$ cat src/rtl/ex_pipe_stage_pkg.sv
// ============================================================================
// Module      : ex_pipe_stage_pkg
// Description : Shared definitions for the Merlin execute stage: datapath
//               width default, destination zones, ALU op encodings, branch
//               compare funct3 codes and shadow FSM states.
// Revision    : 1.0 - initial release
// ============================================================================
`default_nettype none

package ex_pipe_stage_pkg;

  // Core-wide default datapath width (32 or 64)
  localparam int C_XLEN_DEFAULT = 32;

  // Destination of an executed instruction
  typedef enum logic [1:0] {
    ZONE_NONE    = 2'd0,
    ZONE_REGFILE = 2'd1,
    ZONE_LOADQ   = 2'd2,
    ZONE_STOREQ  = 2'd3
  } t_zone;

  // ALU operation encodings
  typedef enum logic [3:0] {
    ALU_ADD        = 4'd0,
    ALU_SUB        = 4'd1,
    ALU_SLL        = 4'd2,
    ALU_SLT        = 4'd3,
    ALU_SLTU       = 4'd4,
    ALU_XOR        = 4'd5,
    ALU_SRL        = 4'd6,
    ALU_SRA        = 4'd7,
    ALU_OR         = 4'd8,
    ALU_AND        = 4'd9,
    ALU_PASS_RIGHT = 4'd10
  } t_alu_op;

  // Branch comparator funct3 encodings
  localparam logic [2:0] C_F3_BEQ  = 3'b000;
  localparam logic [2:0] C_F3_BNE  = 3'b001;
  localparam logic [2:0] C_F3_BLT  = 3'b100;
  localparam logic [2:0] C_F3_BGE  = 3'b101;
  localparam logic [2:0] C_F3_BLTU = 3'b110;
  localparam logic [2:0] C_F3_BGEU = 3'b111;

  // Branch-shadow state machine
  typedef enum logic [0:0] {
    ST_RUN    = 1'b0,
    ST_SHADOW = 1'b1
  } t_ex_state;

endpackage

`default_nettype wire

$ cat src/rtl/ex_alu.sv
// ============================================================================
// Module      : ex_alu
// Description : Purely combinational ALU and branch comparator for the
//               execute stage. Results wrap modulo 2^C_XLEN; shift amounts
//               use the log2(C_XLEN) LSBs of the right operand.
// Revision    : 1.0 - initial release
// ============================================================================
`default_nettype none

module ex_alu
  import ex_pipe_stage_pkg::*;
#(
  parameter int C_XLEN = C_XLEN_DEFAULT
) (
  input  t_alu_op           i_op,
  input  logic [C_XLEN-1:0] i_left,
  input  logic [C_XLEN-1:0] i_right,
  input  logic [C_XLEN-1:0] i_cmp_left,
  input  logic [C_XLEN-1:0] i_cmp_right,
  input  logic [2:0]        i_funct3,
  output logic [C_XLEN-1:0] o_result,
  output logic              o_cmp
);

  localparam int C_SHW = $clog2(C_XLEN);

  logic [C_SHW-1:0] w_shamt;
  logic             w_lt_s;
  logic             w_lt_u;
  logic             w_cmp_eq;
  logic             w_cmp_lt_s;
  logic             w_cmp_lt_u;

  assign w_shamt    = i_right[C_SHW-1:0];
  assign w_lt_s     = $signed(i_left) < $signed(i_right);
  assign w_lt_u     = i_left < i_right;
  assign w_cmp_eq   = i_cmp_left == i_cmp_right;
  assign w_cmp_lt_s = $signed(i_cmp_left) < $signed(i_cmp_right);
  assign w_cmp_lt_u = i_cmp_left < i_cmp_right;

  // ALU result selection
  always_comb begin
    o_result = '0;
    case (i_op)
      ALU_ADD:        o_result = i_left + i_right;
      ALU_SUB:        o_result = i_left - i_right;
      ALU_SLL:        o_result = i_left << w_shamt;
      ALU_SLT:        o_result = {{(C_XLEN-1){1'b0}}, w_lt_s};
      ALU_SLTU:       o_result = {{(C_XLEN-1){1'b0}}, w_lt_u};
      ALU_XOR:        o_result = i_left ^ i_right;
      ALU_SRL:        o_result = i_left >> w_shamt;
      ALU_SRA:        o_result = C_XLEN'($signed(i_left) >>> w_shamt);
      ALU_OR:         o_result = i_left | i_right;
      ALU_AND:        o_result = i_left & i_right;
      ALU_PASS_RIGHT: o_result = i_right;
      default:        o_result = '0;
    endcase
  end

  // Branch condition; reserved funct3 codes never take
  always_comb begin
    o_cmp = 1'b0;
    case (i_funct3)
      C_F3_BEQ:  o_cmp = w_cmp_eq;
      C_F3_BNE:  o_cmp = ~w_cmp_eq;
      C_F3_BLT:  o_cmp = w_cmp_lt_s;
      C_F3_BGE:  o_cmp = ~w_cmp_lt_s;
      C_F3_BLTU: o_cmp = w_cmp_lt_u;
      C_F3_BGEU: o_cmp = ~w_cmp_lt_u;
      default:   o_cmp = 1'b0;
    endcase
  end

endmodule

`default_nettype wire

$ cat src/rtl/ex_pipe_stage.sv
// ============================================================================
// Module      : ex_pipe_stage
// Description : Merlin RISC-V execute stage. Accepts decoded instructions
//               over a dav/ack handshake, evaluates ALU/branch/link, and
//               issues registered write-back, load/store-queue and redirect
//               outputs with one cycle of latency. Instructions accepted in
//               the shadow of a taken redirect are squashed.
//               Build option: RV_COMPRESSED_EN selects a +2 link increment
//               for 16-bit instructions.
// Revision    : 1.0 - initial release
// ============================================================================
`default_nettype none

module ex_pipe_stage
  import ex_pipe_stage_pkg::*;
#(
  parameter int C_XLEN          = C_XLEN_DEFAULT,
  parameter int C_BRANCH_SHADOW = 1
) (
  input  logic              clk_i,
  input  logic              clk_en_i,
  input  logic              resetb_i,
  // decoder interface
  input  logic              ids_dav_i,
  output logic              ids_ack_o,
  input  logic              ids_cond_i,
  input  logic              ids_jump_i,
  input  logic              ids_link_i,
  input  logic              ids_ins_size_i,
  input  t_zone             ids_zone_i,
  input  t_alu_op           ids_alu_op_i,
  input  logic [C_XLEN-1:0] ids_pc_i,
  input  logic [C_XLEN-1:0] ids_operand_left_i,
  input  logic [C_XLEN-1:0] ids_operand_right_i,
  input  logic [C_XLEN-1:0] ids_regs1_data_i,
  input  logic [C_XLEN-1:0] ids_regs2_data_i,
  input  logic [C_XLEN-1:0] ids_imm_i,
  input  logic [4:0]        ids_regd_addr_i,
  input  logic [2:0]        ids_funct3_i,
  // write-back
  output logic              ids_regd_wr_o,
  output logic [4:0]        ids_regd_addr_o,
  output logic [C_XLEN-1:0] ids_regd_data_o,
  // hart vectoring
  output logic              hvec_vec_strobe_o,
  output logic [C_XLEN-1:0] hvec_vec_o,
  output logic [C_XLEN-1:0] hvec_pc_o,
  // load/store queue
  input  logic              lsq_lq_full_i,
  input  logic              lsq_sq_full_i,
  output logic              lsq_lq_wr_o,
  output logic              lsq_sq_wr_o,
  output logic [2:0]        lsq_funct3_o,
  output logic [4:0]        lsq_regd_addr_o,
  output logic [C_XLEN-1:0] lsq_regs2_data_o,
  output logic [C_XLEN-1:0] lsq_addr_o
);

  localparam bit         C_SHADOW_EN   = (C_BRANCH_SHADOW > 0);
  localparam logic [2:0] C_SHADOW_LOAD = 3'(C_BRANCH_SHADOW);

  logic              w_stall;
  logic              w_ack;
  logic [C_XLEN-1:0] w_alu_result;
  logic              w_cmp;
  logic              w_taken;
  logic [C_XLEN-1:0] w_target;
  logic [C_XLEN-1:0] w_pc_inc;
  logic [C_XLEN-1:0] w_regd_data;

  t_ex_state         r_state;
  logic [2:0]        r_shadow_cnt;

  ex_alu #(
    .C_XLEN (C_XLEN)
  ) u_alu (
    .i_op        (ids_alu_op_i),
    .i_left      (ids_operand_left_i),
    .i_right     (ids_operand_right_i),
    .i_cmp_left  (ids_regs1_data_i),
    .i_cmp_right (ids_regs2_data_i),
    .i_funct3    (ids_funct3_i),
    .o_result    (w_alu_result),
    .o_cmp       (w_cmp)
  );

  // A full destination queue holds the instruction in the decoder
  assign w_stall = ((ids_zone_i == ZONE_LOADQ)  & lsq_lq_full_i) |
                   ((ids_zone_i == ZONE_STOREQ) & lsq_sq_full_i);

  assign w_ack     = clk_en_i & ids_dav_i & ~w_stall & resetb_i;
  assign ids_ack_o = w_ack;

  assign w_taken = ids_jump_i | (ids_cond_i & w_cmp);

  // Jumps (JAL/JALR) take the ALU sum with bit 0 cleared; branches are pc-relative
  assign w_target = ids_cond_i ? (ids_pc_i + ids_imm_i)
                               : {w_alu_result[C_XLEN-1:1], 1'b0};

`ifdef RV_COMPRESSED_EN
  assign w_pc_inc = ids_pc_i + (ids_ins_size_i ? C_XLEN'(2) : C_XLEN'(4));
`else
  // Only 32-bit instructions exist in this build; the size flag is unused
  logic w_unused_ins_size;
  assign w_unused_ins_size = ids_ins_size_i;
  assign w_pc_inc          = ids_pc_i + C_XLEN'(4);
`endif

  assign w_regd_data = ids_link_i ? w_pc_inc : w_alu_result;

  // Output registers, strobe generation and branch-shadow state machine
  always_ff @(posedge clk_i) begin
    if (!resetb_i) begin
      r_state           <= ST_RUN;
      r_shadow_cnt      <= 3'd0;
      ids_regd_wr_o     <= 1'b0;
      ids_regd_addr_o   <= '0;
      ids_regd_data_o   <= '0;
      hvec_vec_strobe_o <= 1'b0;
      hvec_vec_o        <= '0;
      hvec_pc_o         <= '0;
      lsq_lq_wr_o       <= 1'b0;
      lsq_sq_wr_o       <= 1'b0;
      lsq_funct3_o      <= '0;
      lsq_regd_addr_o   <= '0;
      lsq_regs2_data_o  <= '0;
      lsq_addr_o        <= '0;
    end else if (clk_en_i) begin
      // Strobes are single-cycle unless a new accept re-asserts them
      ids_regd_wr_o     <= 1'b0;
      hvec_vec_strobe_o <= 1'b0;
      lsq_lq_wr_o       <= 1'b0;
      lsq_sq_wr_o       <= 1'b0;

      if (w_ack) begin
        ids_regd_addr_o  <= ids_regd_addr_i;
        ids_regd_data_o  <= w_regd_data;
        hvec_vec_o       <= w_target;
        hvec_pc_o        <= ids_pc_i;
        lsq_funct3_o     <= ids_funct3_i;
        lsq_regd_addr_o  <= ids_regd_addr_i;
        lsq_regs2_data_o <= ids_regs2_data_i;
        lsq_addr_o       <= w_alu_result;

        case (r_state)
          ST_RUN: begin
            ids_regd_wr_o     <= (ids_zone_i == ZONE_REGFILE) && (ids_regd_addr_i != 5'd0);
            lsq_lq_wr_o       <= (ids_zone_i == ZONE_LOADQ);
            lsq_sq_wr_o       <= (ids_zone_i == ZONE_STOREQ);
            hvec_vec_strobe_o <= w_taken;
            if (w_taken && C_SHADOW_EN) begin
              r_state      <= ST_SHADOW;
              r_shadow_cnt <= C_SHADOW_LOAD;
            end
          end
          ST_SHADOW: begin
            // Squashed: counts down, emits nothing, even if it would redirect
            if (r_shadow_cnt <= 3'd1) begin
              r_state      <= ST_RUN;
              r_shadow_cnt <= 3'd0;
            end else begin
              r_shadow_cnt <= r_shadow_cnt - 3'd1;
            end
          end
          default: begin
            r_state      <= ST_RUN;
            r_shadow_cnt <= 3'd0;
          end
        endcase
      end
    end
  end

endmodule

`default_nettype wire

$ cat config.mk
export PLATFORM = sky130hd
export DESIGN_NAME = ex_pipe_stage
export DESIGN_NICKNAME = d
export VERILOG_FILES = /design/src/rtl/ex_pipe_stage_pkg.sv /design/src/rtl/ex_alu.sv /design/src/rtl/ex_pipe_stage.sv
export SDC_FILE = /design/constraint.sdc
export NUM_CORES = 1
export LEC_CHECK = 0
export CAP_MARGIN = 20
export CELL_PAD_IN_SITES_DETAIL_PLACEMENT = 0
export CELL_PAD_IN_SITES_GLOBAL_PLACEMENT = 2
export CORE_UTILIZATION = 33
export DETAILED_ROUTE_END_ITERATION = 10
export DONT_BUFFER_PORTS = 1
export PLACE_DENSITY_LB_ADDON = 0.15
export SKIP_LAST_GASP = 1
export SLEW_MARGIN = 30
export SYNTH_ARGS = -nofsm -noshare
export SYNTH_HDL_FRONTEND = slang
export SYNTH_SLANG_ARGS = --single-unit
export TNS_END_PERCENT = 30
$ cat constraint.sdc
create_clock -name clk_i -period 5.25 [get_ports clk_i]
set_clock_uncertainty 0.05 [all_clocks]
set_input_delay 1.575 -clock clk_i [delete_from_list [all_inputs] [get_ports clk_i]]
set_output_delay 1.575 -clock clk_i [all_outputs]
set_load 0.1 [all_outputs]
==> impl_metrics.env <==
export IMPL_outcome="finished, final reports clean"
export IMPL_multi_input_area_mm2=0.0138
export IMPL_crit_type="in2reg"
export IMPL_syn_nets=2935
export IMPL_yosys_warnings=0
export IMPL_leakagePower_nw=7.96
export IMPL_ys_ff_latch=176
export IMPL_initial_core_util_pct=33.6
export IMPL_p_int_mw=2.65
export IMPL_yosysSeqAreaShare_pct=18.9
export IMPL_grt_pass1_vias=18873
export IMPL_maxUsedRoutingLayer="met4"
export IMPL_cts_buffers_inserted=17
export IMPL_nets=2846
export IMPL_clock_sinks=176
export IMPL_stdcell_count=3226
export IMPL_syn_avg_cell_area_um2=7.30
export IMPL_synth_async_sr_flop_share_pct=0
export IMPL_post_cts_resized=0
export IMPL_regArea_mm2=0.00358
export IMPL_period_minus_slack_ns=4.67
export IMPL_arrival_ns=4.96
export IMPL_grt_pass1_wl_um=128000
export IMPL_cts_clk_slew_worst_paths_ns=0.08
export IMPL_synth_edf_count=0
export IMPL_drc=0
export IMPL_syn_to_final_growth_pct=7.56
export IMPL_clock_path_buffers=2
export IMPL_swShare_pct=43.0
export IMPL_postLayoutCoreUtil_pct=36.2
export IMPL_fp_row_count=86
export IMPL_met1_length_um=37000
export IMPL_pwr_share_seq_pct=39.8
export IMPL_dr_wl_met3_um=8460
export IMPL_globalplace_congestion=0.947
export IMPL_startpoint_type="input port"
export IMPL_drt_total_wl_um=88500
export IMPL_maxCapViolations=0
export IMPL_clkPwrFrac_pct=27.8
export IMPL_synth_main_ff_cell="dfxtp_1"
export IMPL_period_share_pct=88.9
export IMPL_dieWidth_um=240
export IMPL_ios=394
export IMPL_dp_cells=3192
export IMPL_cts_tree="built"
export IMPL_fmax_mhz=214
export IMPL_dp_hpwl_um=68600
export IMPL_grt_start_max_net_pins=175
export IMPL_die_area_mm2=0.0574
export IMPL_vdd_drop_max_uv=164
export IMPL_combPwrFrac_pct=32.4
export IMPL_synthCells=2553
export IMPL_final_common_cell="nand2_1"
export IMPL_powerDensity_mw_per_mm2=232
export IMPL_fill_cells=5988
export IMPL_fp_coreArea_mm2=0.0554
export IMPL_synth_area_mm2=0.0186
export IMPL_setup_tns_ns=0
export IMPL_worst_path_max_fanout=65
export IMPL_critical_path_endpoint_type="register"
export IMPL_clkLatencyLatePin_ns=0.45
export IMPL_most_common_layout_cells="nand2_1, a21oi_1, nor2_1"
export IMPL_required_ns=5.55
export IMPL_drv_slew=0
export IMPL_drtIter0Drc=1695
export IMPL_h_tree_depth=4
export IMPL_drive_gt1_share_pct=9.69
export IMPL_worst_pin_slew_ns=1.04
export IMPL_setup_viol=0
export IMPL_p_sw_mw=2.00
export IMPL_grt_use_total_pct=30.0
export IMPL_synth_cell_types=96
export IMPL_hold_buffers=0
export IMPL_io_buffer_count=0
export IMPL_rsz0062_at_grt="false"
export IMPL_ant_nets=0
export IMPL_wl_met2_um=40100
export IMPL_cts_root_buf="clkbuf_16"
export IMPL_relSlewSlack_pct=30.4
export IMPL_vias_per_cell=6.15
export IMPL_antenna_found_initial=0
export IMPL_die_y_um=240
export IMPL_vias=19853
export IMPL_postCtsSetupBuffers=0
export IMPL_wl_per_cell_um=27.4
export IMPL_hold_viol_final=0
export IMPL_drt_pre_antenna_iters=6
export IMPL_worstHoldPathType="reg2reg"
export IMPL_grt_ovfl_total=0
state kept, by name, summed over array words and instances, names as in the netlist, 3 cells and up:
name,flops
hvec_vec_o,32
hvec_pc_o,32
r_shadow_cnt,3
lsq_regd_addr_o,5
lsq_funct3_o,3
ids_regd_data_o,32
lsq_regs2_data_o,32
lsq_addr_o,32
logic make-up after synthesis:
kind of cell / after synthesis / share of synthesized area, %
XOR/XNOR: 71 / 3.34
AO/OA/AOI/OAI: 813 / 28.4
flip-flops: 176 / 18.9
adder cells (fa/ha/maj): 166 / 11.3
AND/OR/NAND/NOR: 883 / 21.3
buffers and inverters: 328 / 7.27
multiplexers: 116 / 9.52
final cells by class:
| class | count | share of cell area [%] |
|---|---|---|
| Antenna cell | 1 | 0.0125 |
| Clock buffer | 19 | 2.16 |
| Clock inverter | 13 | 0.712 |
| Inverter | 140 | 2.66 |
| Multi-Input combinational cell | 2049 | 68.9 |
| Sequential cell | 176 | 17.9 |
| Tap cell | 748 | 4.67 |
| Timing Repair Buffer | 80 | 3.04 |
metal layers:
layer,vias to the layer above,global-route usage (%)
li1,9169,-
met1,9670,38.1
met2,890,48.6
met3,124,8.01
met4,0,10.5
met5,-,0
synthesized netlist by cell type, types with 19 or more instances:
master,number,area share [%]
nand2_1,357,7.2
a21oi_1,270,7.3
nor2_1,225,4.5
dfxtp_1,176,19
ha_1,163,11
o21ai_0,150,4.0
inv_1,134,2.7
clkbuf_1,126,2.5
nand3_1,97,2.6
mux2i_1,58,3.1
nor3_1,53,1.4
mux4_2,44,5.3
o211ai_1,43,1.7
xnor2_1,42,2.0
a211oi_1,38,1.5
a31oi_1,35,1.2
a21o_1,31,1.2
xor2_1,29,1.4
nand4_1,27,0.91
buf_2,26,0.70
nor2b_1,20,0.67
a221oi_1,19,0.89
final timing paths:
| path | start | end | slack, ns | cells past startpoint |
|---|---|---|---|---|
| setup / recovery | ids_operand_right_i[2] | hvec_vec_o[29] | 0.58 | 13 |
| hold / removal | r_shadow_cnt[2] | r_shadow_cnt[2] | 0.45 | 1 |
| setup reg to reg | r_shadow_cnt[1] | r_shadow_cnt[0] | 3.66 | 7 |
| hold reg to reg | r_shadow_cnt[2] | r_shadow_cnt[2] | 0.45 | 1 |
critical path, cell delays in order:
cell	delay, ns
clkinv_1	0.10
ha_1	0.39
o211ai_1	0.31
o211ai_1	0.24
buf_4	0.20
a21oi_1	0.35
o32ai_1	0.20
buf_4	0.19
a41oi_1	0.37
a21oi_1	0.13
o32ai_1	0.49
a21oi_1	0.13
a32o_1	0.25
power by group through the flow:
stage	logic, mW	registers [mW]	clock network [mW]
2_1_floorplan	1.08	1.84	0
3_3_place_gp	1.47	1.88	0
3_5_place_dp	1.47	1.88	0
4_1_cts	1.48	1.85	1.32
5_1_grt	1.63	1.86	1.38
6_report	1.51	1.85	1.29
metrics by stage:
stage | setup WS [ns] | cell area (um^2) | hold WS (ns) | power [mW]
finish | 0.583 | 20000 | 0.452 | 4.64
global route | 0.343 | 20000 | 0.492 | 4.87
CTS | 0.700 | 20000 | 0.453 | 4.65
detailed placement | 0.226 | 19400 | 0.435 | 3.35
global placement | 0.215 | 19400 | 0.420 | 3.34
floorplan | 0.0899 | 18600 | 0.399 | 2.92
(Power assumes the default switching activity.)
